File: config.mk
export PLATFORM = sky130hd
export DESIGN_NAME = helm_msg_rcv_gen_flat
export DESIGN_NICKNAME = d
export VERILOG_FILES = /design/src/rtl/helm_msg_rcv_gen_if.sv /design/src/rtl/helm_msg_rcv_gen.sv /design/src/flat_wrapper.sv
export SDC_FILE = /design/constraint.sdc
export NUM_CORES = 1
export LEC_CHECK = 0
export CORE_MARGIN = 1
export CORE_UTILIZATION = 55
export CTS_CLUSTER_SIZE = 10
export DETAILED_ROUTE_END_ITERATION = 10
export GPL_ROUTABILITY_DRIVEN = 1
export PLACE_DENSITY = 0.8
export SLEW_MARGIN = 20
export SYNTH_ARGS = -nofsm -noshare
export SYNTH_HDL_FRONTEND = slang
export SYNTH_SLANG_ARGS = --single-unit
File: constraint.sdc
create_clock -name clk -period 5.25 [get_ports clk]
set_input_delay 1.05 -clock clk [delete_from_list [all_inputs] [get_ports clk]]
set_output_delay 1.05 -clock clk [all_outputs]
set_load 0.05 [all_outputs]
File: src/rtl/helm_msg_rcv_gen_if.sv
`default_nettype none
// ============================================================================
// Module      : helm_msg_rcv_gen_if
// Description : Byte-in / message-out bundle of the helm message receiver.
//               slave  : receiver side (takes rx bytes, drives msg_* and busy)
//               master : byte source / message consumer side
//               rx_vld, rx_data           : received byte strobe and value
//               msg_type .. msg_data_length : header fields as last captured
//               msg_data_wr/adr/data      : payload byte stream
//               msg_exec, msg_chksum_err, msg_len_err, msg_timeout : frame end
//               msg_dup                   : repeat qualifier for msg_exec
//               busy                      : receiver is inside a frame
// Revision    : 1.0 - initial release
// ============================================================================
interface helm_msg_rcv_gen_if;
    logic       rx_vld;
    logic [7:0] rx_data;
    logic [7:0] msg_type;
    logic [7:0] msg_seq_no;
    logic [7:0] msg_page;
    logic [7:0] msg_offset;
    logic [7:0] msg_data_length;
    logic       msg_data_wr;
    logic [7:0] msg_data_adr;
    logic [7:0] msg_data;
    logic       msg_exec;
    logic       msg_chksum_err;
    logic       msg_len_err;
    logic       msg_timeout;
    logic       msg_dup;
    logic       busy;

    modport slave (
        input  rx_vld, rx_data,
        output msg_type, msg_seq_no, msg_page, msg_offset, msg_data_length,
               msg_data_wr, msg_data_adr, msg_data,
               msg_exec, msg_chksum_err, msg_len_err, msg_timeout, msg_dup, busy
    );

    modport master (
        output rx_vld, rx_data,
        input  msg_type, msg_seq_no, msg_page, msg_offset, msg_data_length,
               msg_data_wr, msg_data_adr, msg_data,
               msg_exec, msg_chksum_err, msg_len_err, msg_timeout, msg_dup, busy
    );
endinterface
`default_nettype wire

File: src/rtl/helm_msg_rcv_gen.sv
`default_nettype none
// ============================================================================
// Module      : helm_msg_rcv_gen
// Description : UART message receiver. Hunts a sliding preamble window, parses
//               the 5-byte header, streams payload bytes with their index,
//               verifies a sum/XOR checksum and flags inter-byte timeout,
//               over-length frames and repeated sequence numbers.
//               clk : system clock
//               rst : asynchronous active-high reset
//               bus : helm_msg_rcv_gen_if.slave (rx byte in, msg_* out)
// Revision    : 1.0 - initial release
// ============================================================================
module helm_msg_rcv_gen #(
    parameter logic [31:0] PREAMBLE    = 32'hAA995566,
    parameter int          PRE_BYTES   = 4,
    parameter int          MAX_LEN     = 16,
    parameter int          CHK_MODE    = 0,
    parameter int          TIMEOUT_CYC = 50000
) (
    input  wire logic           clk,
    input  wire logic           rst,
    helm_msg_rcv_gen_if.slave   bus
);
    localparam int              c_PW      = 8 * PRE_BYTES;
    localparam logic [c_PW-1:0] c_PRE     = PREAMBLE[c_PW-1:0];
    localparam int              c_TW      = (TIMEOUT_CYC > 0) ? $clog2(TIMEOUT_CYC + 1) : 1;
    localparam logic [c_TW-1:0] c_TO_LAST = (TIMEOUT_CYC > 0) ? c_TW'(TIMEOUT_CYC - 1) : '0;
    localparam logic [7:0]      c_MAX_LEN = 8'(MAX_LEN);

    typedef enum logic [1:0] {
        HUNT = 2'd0,
        HDR  = 2'd1,
        PAY  = 2'd2,
        CHK  = 2'd3
    } state_t;

    state_t          r_state, w_state_nxt;
    logic [c_PW-1:0] r_window, w_win_shift;
    logic [2:0]      r_hdr_cnt;
    logic [7:0]      r_idx, r_len, r_acc, w_acc_nxt;
    logic [c_TW-1:0] r_timer;
    logic [7:0]      r_last_seq;
    logic            r_last_valid;
    logic            w_timeout, w_pre_hit, w_len_err, w_chk_ok, w_chk_bad;

    logic [7:0] r_type, r_seq, r_page, r_offset, r_dlen, r_adr, r_data;
    logic       r_wr, r_exec, r_chk_err, r_len_err, r_to, r_dup, r_busy;

    // Oldest preamble byte sits in the top of the window.
    if (PRE_BYTES == 1) begin : g_win_one
        assign w_win_shift = bus.rx_data;
    end else begin : g_win_multi
        assign w_win_shift = {r_window[c_PW-9:0], bus.rx_data};
    end

    assign w_acc_nxt = (CHK_MODE == 1) ? (r_acc ^ bus.rx_data) : (r_acc + bus.rx_data);

    // A byte arriving in the expiry cycle takes precedence over the timeout.
    assign w_timeout = (TIMEOUT_CYC != 0) && (r_state != HUNT) && !bus.rx_vld &&
                       (r_timer == c_TO_LAST);

    always_ff @(posedge clk or posedge rst) begin
        if (rst) r_state <= HUNT;
        else     r_state <= w_state_nxt;
    end

    always_comb begin
        w_state_nxt = r_state;
        w_pre_hit   = 1'b0;
        w_len_err   = 1'b0;
        w_chk_ok    = 1'b0;
        w_chk_bad   = 1'b0;
        case (r_state)
            HUNT: if (bus.rx_vld && (w_win_shift == c_PRE)) begin
                w_pre_hit   = 1'b1;
                w_state_nxt = HDR;
            end
            HDR: if (bus.rx_vld && (r_hdr_cnt == 3'd4)) begin
                if (bus.rx_data > c_MAX_LEN) begin
                    w_len_err   = 1'b1;
                    w_state_nxt = HUNT;
                end else if (bus.rx_data == 8'd0) begin
                    w_state_nxt = CHK;
                end else begin
                    w_state_nxt = PAY;
                end
            end
            PAY: if (bus.rx_vld && (r_idx == r_len - 8'd1)) w_state_nxt = CHK;
            CHK: if (bus.rx_vld) begin
                if (bus.rx_data == r_acc) w_chk_ok  = 1'b1;
                else                      w_chk_bad = 1'b1;
                w_state_nxt = HUNT;
            end
            default: w_state_nxt = HUNT;
        endcase
        if (w_timeout) w_state_nxt = HUNT;
    end

    always_ff @(posedge clk or posedge rst) begin
        if (rst) begin
            r_window     <= '0;
            r_hdr_cnt    <= '0;
            r_idx        <= '0;
            r_len        <= '0;
            r_acc        <= '0;
            r_timer      <= '0;
            r_last_seq   <= '0;
            r_last_valid <= 1'b0;
            r_type       <= '0;
            r_seq        <= '0;
            r_page       <= '0;
            r_offset     <= '0;
            r_dlen       <= '0;
            r_adr        <= '0;
            r_data       <= '0;
            r_wr         <= 1'b0;
            r_exec       <= 1'b0;
            r_chk_err    <= 1'b0;
            r_len_err    <= 1'b0;
            r_to         <= 1'b0;
            r_dup        <= 1'b0;
            r_busy       <= 1'b0;
        end else begin
            r_wr      <= 1'b0;
            r_exec    <= 1'b0;
            r_chk_err <= 1'b0;
            r_len_err <= w_len_err;
            r_to      <= w_timeout;
            r_dup     <= 1'b0;
            r_busy    <= (w_state_nxt != HUNT);

            if (bus.rx_vld || (r_state == HUNT) || w_timeout || (TIMEOUT_CYC == 0))
                r_timer <= '0;
            else
                r_timer <= r_timer + 1'b1;

            if (w_timeout) r_window <= '0;

            if (bus.rx_vld) begin
                case (r_state)
                    HUNT: begin
                        r_window <= w_win_shift;
                        if (w_pre_hit) begin
                            r_acc     <= '0;
                            r_hdr_cnt <= '0;
                        end
                    end
                    HDR: begin
                        r_acc     <= w_acc_nxt;
                        r_hdr_cnt <= r_hdr_cnt + 3'd1;
                        case (r_hdr_cnt)
                            3'd0:    r_type   <= bus.rx_data;
                            3'd1:    r_seq    <= bus.rx_data;
                            3'd2:    r_page   <= bus.rx_data;
                            3'd3:    r_offset <= bus.rx_data;
                            default: begin
                                r_dlen <= bus.rx_data;
                                r_len  <= bus.rx_data;
                                r_idx  <= '0;
                            end
                        endcase
                    end
                    PAY: begin
                        r_acc  <= w_acc_nxt;
                        r_wr   <= 1'b1;
                        r_adr  <= r_idx;
                        r_data <= bus.rx_data;
                        r_idx  <= r_idx + 8'd1;
                    end
                    default: begin
                        r_window <= '0;
                        if (w_chk_ok) begin
                            r_exec       <= 1'b1;
                            r_dup        <= r_last_valid && (r_seq == r_last_seq);
                            r_last_seq   <= r_seq;
                            r_last_valid <= 1'b1;
                        end
                        r_chk_err <= w_chk_bad;
                    end
                endcase
            end
        end
    end

    assign bus.msg_type        = r_type;
    assign bus.msg_seq_no      = r_seq;
    assign bus.msg_page        = r_page;
    assign bus.msg_offset      = r_offset;
    assign bus.msg_data_length = r_dlen;
    assign bus.msg_data_wr     = r_wr;
    assign bus.msg_data_adr    = r_adr;
    assign bus.msg_data        = r_data;
    assign bus.msg_exec        = r_exec;
    assign bus.msg_chksum_err  = r_chk_err;
    assign bus.msg_len_err     = r_len_err;
    assign bus.msg_timeout     = r_to;
    assign bus.msg_dup         = r_dup;
    assign bus.busy            = r_busy;
endmodule
`default_nettype wire

File: src/flat_wrapper.sv
// flat-port wrapper written by rule: the top's interface ports become plain ports
module helm_msg_rcv_gen_flat 
#(
    parameter logic [31:0] PREAMBLE    = 32'hAA995566,
    parameter int          PRE_BYTES   = 4,
    parameter int          MAX_LEN     = 16,
    parameter int          CHK_MODE    = 0,
    parameter int          TIMEOUT_CYC = 50000
)
  (clk, rst, bus_rx_vld, bus_rx_data, bus_msg_type, bus_msg_seq_no, bus_msg_page, bus_msg_offset, bus_msg_data_length, bus_msg_data_wr, bus_msg_data_adr, bus_msg_data, bus_msg_exec, bus_msg_chksum_err, bus_msg_len_err, bus_msg_timeout, bus_msg_dup, bus_busy);
  helm_msg_rcv_gen_if bus_i ();
  input  wire logic clk;
  input  wire logic rst;
  input wire logic [$bits(bus_i.rx_vld)-1:0] bus_rx_vld;
  input wire logic [$bits(bus_i.rx_data)-1:0] bus_rx_data;
  output wire logic [$bits(bus_i.msg_type)-1:0] bus_msg_type;
  output wire logic [$bits(bus_i.msg_seq_no)-1:0] bus_msg_seq_no;
  output wire logic [$bits(bus_i.msg_page)-1:0] bus_msg_page;
  output wire logic [$bits(bus_i.msg_offset)-1:0] bus_msg_offset;
  output wire logic [$bits(bus_i.msg_data_length)-1:0] bus_msg_data_length;
  output wire logic [$bits(bus_i.msg_data_wr)-1:0] bus_msg_data_wr;
  output wire logic [$bits(bus_i.msg_data_adr)-1:0] bus_msg_data_adr;
  output wire logic [$bits(bus_i.msg_data)-1:0] bus_msg_data;
  output wire logic [$bits(bus_i.msg_exec)-1:0] bus_msg_exec;
  output wire logic [$bits(bus_i.msg_chksum_err)-1:0] bus_msg_chksum_err;
  output wire logic [$bits(bus_i.msg_len_err)-1:0] bus_msg_len_err;
  output wire logic [$bits(bus_i.msg_timeout)-1:0] bus_msg_timeout;
  output wire logic [$bits(bus_i.msg_dup)-1:0] bus_msg_dup;
  output wire logic [$bits(bus_i.busy)-1:0] bus_busy;
  assign bus_i.rx_vld = bus_rx_vld;
  assign bus_i.rx_data = bus_rx_data;
  assign bus_msg_type = bus_i.msg_type;
  assign bus_msg_seq_no = bus_i.msg_seq_no;
  assign bus_msg_page = bus_i.msg_page;
  assign bus_msg_offset = bus_i.msg_offset;
  assign bus_msg_data_length = bus_i.msg_data_length;
  assign bus_msg_data_wr = bus_i.msg_data_wr;
  assign bus_msg_data_adr = bus_i.msg_data_adr;
  assign bus_msg_data = bus_i.msg_data;
  assign bus_msg_exec = bus_i.msg_exec;
  assign bus_msg_chksum_err = bus_i.msg_chksum_err;
  assign bus_msg_len_err = bus_i.msg_len_err;
  assign bus_msg_timeout = bus_i.msg_timeout;
  assign bus_msg_dup = bus_i.msg_dup;
  assign bus_busy = bus_i.busy;
  helm_msg_rcv_gen #(.PREAMBLE(PREAMBLE), .PRE_BYTES(PRE_BYTES), .MAX_LEN(MAX_LEN), .CHK_MODE(CHK_MODE), .TIMEOUT_CYC(TIMEOUT_CYC)) u_core (.clk(clk), .rst(rst), .bus(bus_i));
endmodule
# Word-level counts from Yosys, hierarchy flattened
# Index checks and enable logic that the tools add are counted.
word_totals:
  input_bits: 11
  ff_bits: 141
classes:
  n_mux: 38
  addsub: 5
  n_bitwise: 2
  n_reduce_logical: 30
  eq_ne: 14
  n_lt_le_gt_ge: 1
op_table:
  columns: ["operator", "count"]
  rows:
  - ["2-to-1 mux 32 bit", 2]
  - ["one-hot mux 32 bit (2 select lines)", 1]
  - ["== test 32 bit, second input constant", 1]
  - ["one-hot mux 8 bit (2 select lines)", 2]
  - ["AND reduction 3 bit", 9]
  - ["== test 8 bit", 3]
  - ["2-to-1 mux 1 bit", 21]
  - ["adder 16 x 1 -> 16 bit, second input constant", 1]
  - ["== test 16 bit, second input constant", 1]
  - ["2-to-1 mux 16 bit", 1]
  - ["2-to-1 mux 8 bit", 2]
  - ["2-to-1 mux 2 bit", 6]
  - ["nonzero test 2 bit", 5]
  - ["adder 8 x 1 -> 8 bit, second input constant", 1]
  - ["adder 8 bit", 1]
  - ["greater-than comparator 8 x 5 -> 1 bit, second input constant", 1]
  - ["zero test 8 bit", 1]
  - ["one-hot mux 2 bit (4 select lines)", 1]
  - ["subtractor 8 x 1 -> 8 bit, second input constant", 1]
  - ["== test 3 x 2 -> 1 bit, second input constant", 2]
  - ["logical AND 1 bit", 6]
  - ["one-hot mux 3 bit (2 select lines)", 1]
  - ["== test 2 bit, second input constant", 2]
  - ["OR reduction 4 bit", 1]
  - ["other kinds (15)", 17]

# Longest topological paths before layout
# Gate-level depths: netlist of run 1.
depth:
  depth_word: 7
  ltp_mapped: 9
  depth_no_buf: 8

# Worst setup path after synthesis of run 1
# OpenSTA, ideal clock, no wires.
synth_path:
  path_kind: "input-to-reg"
  startpoint: "input port bus_rx_data[5]"
  endpoint: "register u_core.r_last_seq[0]"
  setup_slack_ps: 2601
  stages: 7
  path_buffers: 1
  arrival_time_ps: 2525
  cell_sequence: "ha_1 -> nor4_1 -> nand2_1 -> nor4_1 -> nand4_1 -> buf_2 -> mux2_2"
synth_between:
  elab_chain_cells: 5
synth_lines:
  columns: ["element", "line", "text"]
  rows:
  - ["start, declared", "flat_wrapper.sv:15", "input wire logic [$bits(bus_i.rx_data)-1:0] bus_rx_data;"]
  - ["== test 8 bit", "helm_msg_rcv_gen.sv:90", "if (bus.rx_data == r_acc) w_chk_ok = 1'b1;"]
  - ["2-to-1 mux 1 bit", "helm_msg_rcv_gen.sv:90", null]
  - ["2-to-1 mux 1 bit", "helm_msg_rcv_gen.sv:89", "CHK: if (bus.rx_vld) begin"]
  - ["2-to-1 mux 1 bit", "helm_msg_rcv_gen.sv:73", "case (r_state)"]
  - ["AND reduction 3 bit (no source line)", null, null]
  - ["end signal, assigned", "helm_msg_rcv_gen.sv:175", "r_last_seq <= r_seq;"]
  - ["end, declared", "helm_msg_rcv_gen.sv:42", "logic [7:0] r_last_seq;"]
# Every way passes these cells.
# A chain may end at the register's enable or synchronous reset.

# Worst setup path in the final report of run 1
layout_path:
  startpoint: "input port bus_rx_data[1]"
  endpoint: "register u_core.r_last_seq[1]"
# The elaborated chain is that of the path after synthesis.

==> results of run 1 <==
[worst min-delay path by stage]
stage | from | to | slack (ns) | cells after the start
5_1_grt | u_core.r_timer[0]$_DFF_PP0_ | u_core.r_timer[0]$_DFF_PP0_ | 0.48 | 1
2_1_floorplan | u_core.r_timer[0]$_DFF_PP0_ | u_core.r_timer[0]$_DFF_PP0_ | 0.43 | 1
3_3_place_gp | u_core.r_timer[0]$_DFF_PP0_ | u_core.r_timer[0]$_DFF_PP0_ | 0.44 | 1
6_report | u_core.r_timer[0]$_DFF_PP0_ | u_core.r_timer[0]$_DFF_PP0_ | 0.45 | 1
4_1_cts | u_core.r_timer[0]$_DFF_PP0_ | u_core.r_timer[0]$_DFF_PP0_ | 0.46 | 1
3_5_place_dp | u_core.r_timer[0]$_DFF_PP0_ | u_core.r_timer[0]$_DFF_PP0_ | 0.45 | 1
[layer usage]
metal,track usage,share of wire,up-vias
met4,0.113,0.020,0
met5,0,0,-
met1,0.335,0.45,2138
met2,0.401,0.49,93
li1,-,-,1967
met3,0.0684,0.040,28
[registers in the layout (all words and copies together) (netlist names)]
name / flops
u_core.bus.msg_len_err: 1
u_core.bus.msg_data_length: 8
u_core.r_state: 2
u_core.bus.msg_data_adr: 8
u_core.r_last_valid: 1
u_core.bus.msg_page: 8
u_core.bus.msg_type: 8
u_core.bus.msg_dup: 1
u_core.r_timer: 16
u_core.r_window: 24
u_core.r_acc: 8
u_core.bus.msg_data: 8
u_core.bus.msg_data_wr: 1
u_core.bus.busy: 1
u_core.bus.msg_timeout: 1
u_core.r_idx: 8
u_core.bus.msg_seq_no: 8
u_core.bus.msg_offset: 8
u_core.r_last_seq: 8
u_core.r_hdr_cnt: 3
u_core.bus.msg_chksum_err: 1
u_core.bus.msg_exec: 1
[area by class of cell]
| type | instances | area [sq um] |
|---|---|---|
| Clock inverter | 5 | 100 |
| Fill cell | 787 | 3300 |
| Sequential cell | 133 | 3330 |
| Tap cell | 140 | 175 |
| Clock buffer | 25 | 454 |
| Timing Repair Buffer | 79 | 788 |
| Multi-Input combinational cell | 337 | 2630 |
| Inverter | 16 | 62.6 |
[kinds of logic after synthesis]
group                    share of synthesized area
multiplexers                                 0.116
adder cells (fa/ha/maj)                     0.0442
buffers and inverters                       0.0266
XOR/XNOR                                    0.0628
flip-flops                                   0.544
AO/OA/AOI/OAI                               0.0880
AND/OR/NAND/NOR                              0.118
[placed cells by master (no fill, tap or decap), types with 3 or more instances in the layout]
cell type        count
nand2b_1             3
or3_1                4
nor3_1               7
xor2_1              20
clkbuf_16           16
ha_1                20
nand3_1             18
and2_1               3
xnor2_1             22
nor4_1               6
o21ai_0             14
inv_1               15
nand4_1              8
mux2_2              63
nor2_1              34
clkbuf_1             7
a21oi_1              9
buf_4                5
a22o_1              28
nand2_1             28
and3_1               8
bufinv_16            3
dfrtp_1            133
clkdlybuf4s50_1     73
nor4bb_1             3
o21ai_1              4
[power groups by stage]
stage	Combinational (mW)	Clock [mW]	Sequential (mW)
3_5_place_dp	0.0887	0	1.08
3_3_place_gp	0.0861	0	1.08
6_report	0.0883	1.13	1.06
2_1_floorplan	0.0603	0	1.07
5_1_grt	0.0990	1.19	1.06
4_1_cts	0.0899	1.15	1.06
==> results.toml, run 1 <==
[power_and_ir_drop]
power_mw = 2.28
peakVddDrop_mv = 0.201
power.leakage_nw = 3.60
pwr-share-comb = 0.039
clock_power_share = 0.495
power.switching_mw = 0.470
p_per_area_mw_per_mm2 = 302
sw_frac_of_total = 0.206
p_int_mw = 1.81
p_seq_frac = 0.466

[layout]
syn2layout_area_growth_pct = 23.3
layout.cells.non_filler = 735
diodes = 0
drive_gt1_frac = 0.170
stdcell_area_sq_mm = 0.00754
nNetsFinal = 616
final_core_util = 0.695

[sta]
worstMarginPinSlew_ns = 0.773
setup_viol = 0
drv_slew = 0
grt_setup_unrepaired = "false"
setup-tns-final_ns = 0
slew_headroom = 0.485
setup_slack_ns = 1.71
period_needed_ns = 3.54
finalHoldViolCount = 0
hold_slack_ns = 0.454
fin_crit_sh = 0.674
fmax_mhz = 283
finClkSkew_ns = 0.00667

[setup_path]
r2r_slack_ns = 2.64
cp.arrival_ns = 3.95
crit_buf_inv = 1
r2r_start = "u_core.r_acc[1]$_DFFE_PP0P_"
crit_fanout = 12
path_common_cell = "nor4_1"
crit_start = "bus_rx_data[1]"
worst-r2r-cell-count = 6
crit_end = "u_core.r_last_seq[1]$_DFFE_PP0P_"
endpoint_kind = "register"
max_stage_delay_ns = 0.78
cp_top_family = "simple AND/OR/NAND/NOR gates"
worstSetupPathType = "input port to register"
critPathSlowestCell = "clkdlybuf4s50_1"
path_cells = "clkdlybuf4s50_1 -> ha_1 -> nor4_1 -> nand2_1 -> nor4_1 -> nand4_1 -> mux2_2"
cp_num_cells = 7
r2r_end = "u_core.r_last_seq[1]$_DFFE_PP0P_"
required_ns = 5.66
worstSetupStartpointType = "input port"

[global_route]
grt_max_degree = 72
grt.total_usage = 0.256
overflow = 0
grt_pass1_wl_um = 22000
antenna_found_initial = 0
first_global_vias = 4330

[logic_synthesis]
synth_top_area_cell = "dfrtp_1"
syn_avg_cell_area_sq_um = 12.0
synth_edf_count = 0
netlist_instances = 508
synth-warning-count = 0
yosys-top-cells-count = "dfrtp_1 (133), mux2_2 (63), nor2_1 (34), a22o_1 (28), nand2_1 (28)"
yosys.area.top_type_share = 0.544
synth_cell_type_count = 51
async_reset_ff_frac = 1.00
synth_area_sq_mm = 0.00612
syn-num-nets = 540
ys_seq_area_frac = 0.544
synth.most_common_cell = "dfrtp_1"
ys_top_cells_by_area = "dfrtp_1 (54%), mux2_2 (12%), ha_1 (4.1%), a22o_1 (4.0%), xnor2_1 (3.2%)"
ys_ff_latch = 133
synth_flop_cell = "dfrtp_1"

[cts]
clock-root-buffer = "clkbuf_8"
clk_pin_slew_ns = 0.06
cts_resized = 0
cts_hold_buf = 0
cts_sinks = 133
cts-buffers-inserted = 17
clk_latency_ns = 0.53
post_cts_buffers = 0
tritoncts = "built"
clockBufferDepth = 2
htreeDepth = 4

[die]
die-area_sq_mm = 0.0115
start_util = 0.564
core_area_sq_mm = 0.0108
rows = 38
die_h_um = 107
ios = 74
die_width_um = 107

[placed_design]
placed_cells = 705
place_area_sq_mm = 0.00698
hpwlAfterDp_um = 8920
io_buffers = 73
gp_congestion = 0.867
post-place-ws_ns = 1.25

[drt]
ant_nets = 0
dr_total_vias = 4226
via_per_inst = 5.75
drt_iter0_drc = 268
drcViolationCount = 0
firstDrtPassIters = 4
wl_per_cell_um = 18.2
wl_um = 13400

[hold_path]
hold_path.class = "register to register"

[run]
maxCapViolCount = 0

[outcome]
outcome = "finished, final reports clean"
Note: power is estimated with default switching activity, not from simulation.
==> run 2: changes to the inputs <==
- CORE_UTILIZATION: 55 -> 50
- PLACE_DENSITY: 0.8 -> 0.77
- clock period: 5.25 -> 3 ns (I/O delays scaled with it)
==> results.toml, run 2 (same netlist as run 1, synthesis figures left out) <==
[layout]
final_cell_mix = "dfrtp_1 (133), clkdlybuf4s50_1 (73), mux2_2 (63)"
syn2layout_area_growth_pct = 26.3
nNetsFinal = 633
final_core_util = 0.646
reg_top3 = "u_core.r_window (24), u_core.r_timer (16)"
top_register = "u_core.r_window"
layout.cells.non_filler = 761
diodes = 0
stdcell_area_sq_mm = 0.00772
final_common_cell = "dfrtp_1"
largest_reg_flops = 24
drive_gt1_frac = 0.204

[cts]
cts-buffers-inserted = 17
post_cts_buffers = 0
clk_pin_slew_ns = 0.06
htreeDepth = 4
tritoncts = "built"
clk_latency_ns = 0.42
clock-root-buffer = "clkbuf_16"
cts_hold_buf = 0
cts_resized = 0
cts_sinks = 133
clockBufferDepth = 2

[outcome]
outcome = "finished, final reports clean"

[die]
ios = 74
die-area_sq_mm = 0.0127
die_width_um = 113
start_util = 0.511
core_area_sq_mm = 0.0120
rows = 40
die_h_um = 113

[hold_path]
min_from = "u_core.r_timer[0]$_DFF_PP0_"
worstHoldEndpoint = "u_core.r_timer[0]$_DFF_PP0_"
hold_depth = 1
hold_path.class = "register to register"

[setup_path]
crit_fanout = 11
r2r_end = "u_core.r_acc[0]$_DFFE_PP0P_"
r2r_slack_ns = 0.76
worst-r2r-cell-count = 6
required_ns = 3.30
cp.arrival_ns = 2.74
path_cells = "clkdlybuf4s50_1 -> ha_1 -> nor4_1 -> nand2_1 -> nor4_1 -> buf_4 -> nand4_1 -> buf_4 -> mux2_2"
critPathSlowestCell = "clkdlybuf4s50_1"
max_stage_delay_ns = 0.42
worstSetupStartpointType = "input port"
worstSetupPathType = "input port to register"
r2r_start = "u_core.r_state[1]$_DFF_PP0_"
endpoint_kind = "register"

[sta]
grt_setup_unrepaired = "false"
period_needed_ns = 2.44
fmax_mhz = 410
fin_crit_sh = 0.813
drv_slew = 0
finClkSkew_ns = 0.00820
hold_slack_ns = 0.464
setup_slack_ns = 0.560
setup-tns-final_ns = 0
finalHoldViolCount = 0
worstMarginPinSlew_ns = 0.591
slew_headroom = 0.601
setup_viol = 0

[power_and_ir_drop]
peakVddDrop_mv = 0.346
p_per_area_mw_per_mm2 = 526
power.leakage_nw = 3.69
power_mw = 4.06

[drt]
wl_per_cell_um = 18.1
wl_um = 13800
ant_nets = 0
drcViolationCount = 0
dr_total_vias = 4322
drt_iter0_drc = 284
firstDrtPassIters = 5
via_per_inst = 5.68

[placed_design]
post-place-ws_ns = 0.137
hpwlAfterDp_um = 9660
io_buffers = 73
place_area_sq_mm = 0.00713
placed_cells = 729
gp_congestion = 0.904

[global_route]
grt_pass1_wl_um = 22500
first_global_vias = 4489
grt_max_degree = 51
antenna_found_initial = 0
overflow = 0
grt.total_usage = 0.233

[run]
maxCapViolCount = 0
==> run 2: worst max-delay path by stage <==
| stage | from | end | slack, ns |
|---|---|---|---|
| floorplan | rst | u_core.bus.busy$_DFF_PP0_ | 0.75 |
| global placement | bus_rx_data[5] | u_core.r_last_seq[7]$_DFFE_PP0P_ | 0.22 |
| detailed placement | bus_rx_data[5] | u_core.r_last_seq[5]$_DFFE_PP0P_ | 0.14 |
| CTS | bus_rx_data[5] | u_core.r_last_seq[5]$_DFFE_PP0P_ | 0.56 |
| global route | bus_rx_data[4] | u_core.r_acc[7]$_DFFE_PP0P_ | 0.46 |
| finish | bus_rx_data[5] | u_core.r_last_seq[5]$_DFFE_PP0P_ | 0.56 |
==> run 2: critical path, delay by kind of cell <==
kind | cells | cell delay [ns]
adder cells (fa/ha/maj) | 1 | 0.36
multiplexers | 1 | 0.30
buffers and inverters | 3 | 0.80
AND/OR/NAND/NOR | 4 | 0.67
==> run 2: final cells by class <==
| class | count | area (sq um) |
|---|---|---|
| clock inverter | 11 | 128 |
| sequential | 133 | 3330 |
| timing repair buffer | 96 | 928 |
| multi-input combinational | 337 | 2630 |
| fill | 904 | 4240 |
| inverter | 16 | 63.8 |
| clock buffer | 21 | 460 |
| tap | 147 | 184 |
==> run 2: where the power goes <==
part | leakage (nW) | internal (mW) | total [mW] | switching [mW]
Combinational | 1.61 | 0.0699 | 0.168 | 0.0978
Clock | 0.279 | 1.27 | 2.03 | 0.765
Sequential | 1.81 | 1.83 | 1.86 | 0.0286
==> run 2: layer usage <==
metal,GRT usage,wire (um),up-vias
met5,0,0,-
met4,0.102,302,0
met3,0.0783,888,25
met2,0.382,6780,128
met1,0.281,5840,2165
li1,-,-,2004
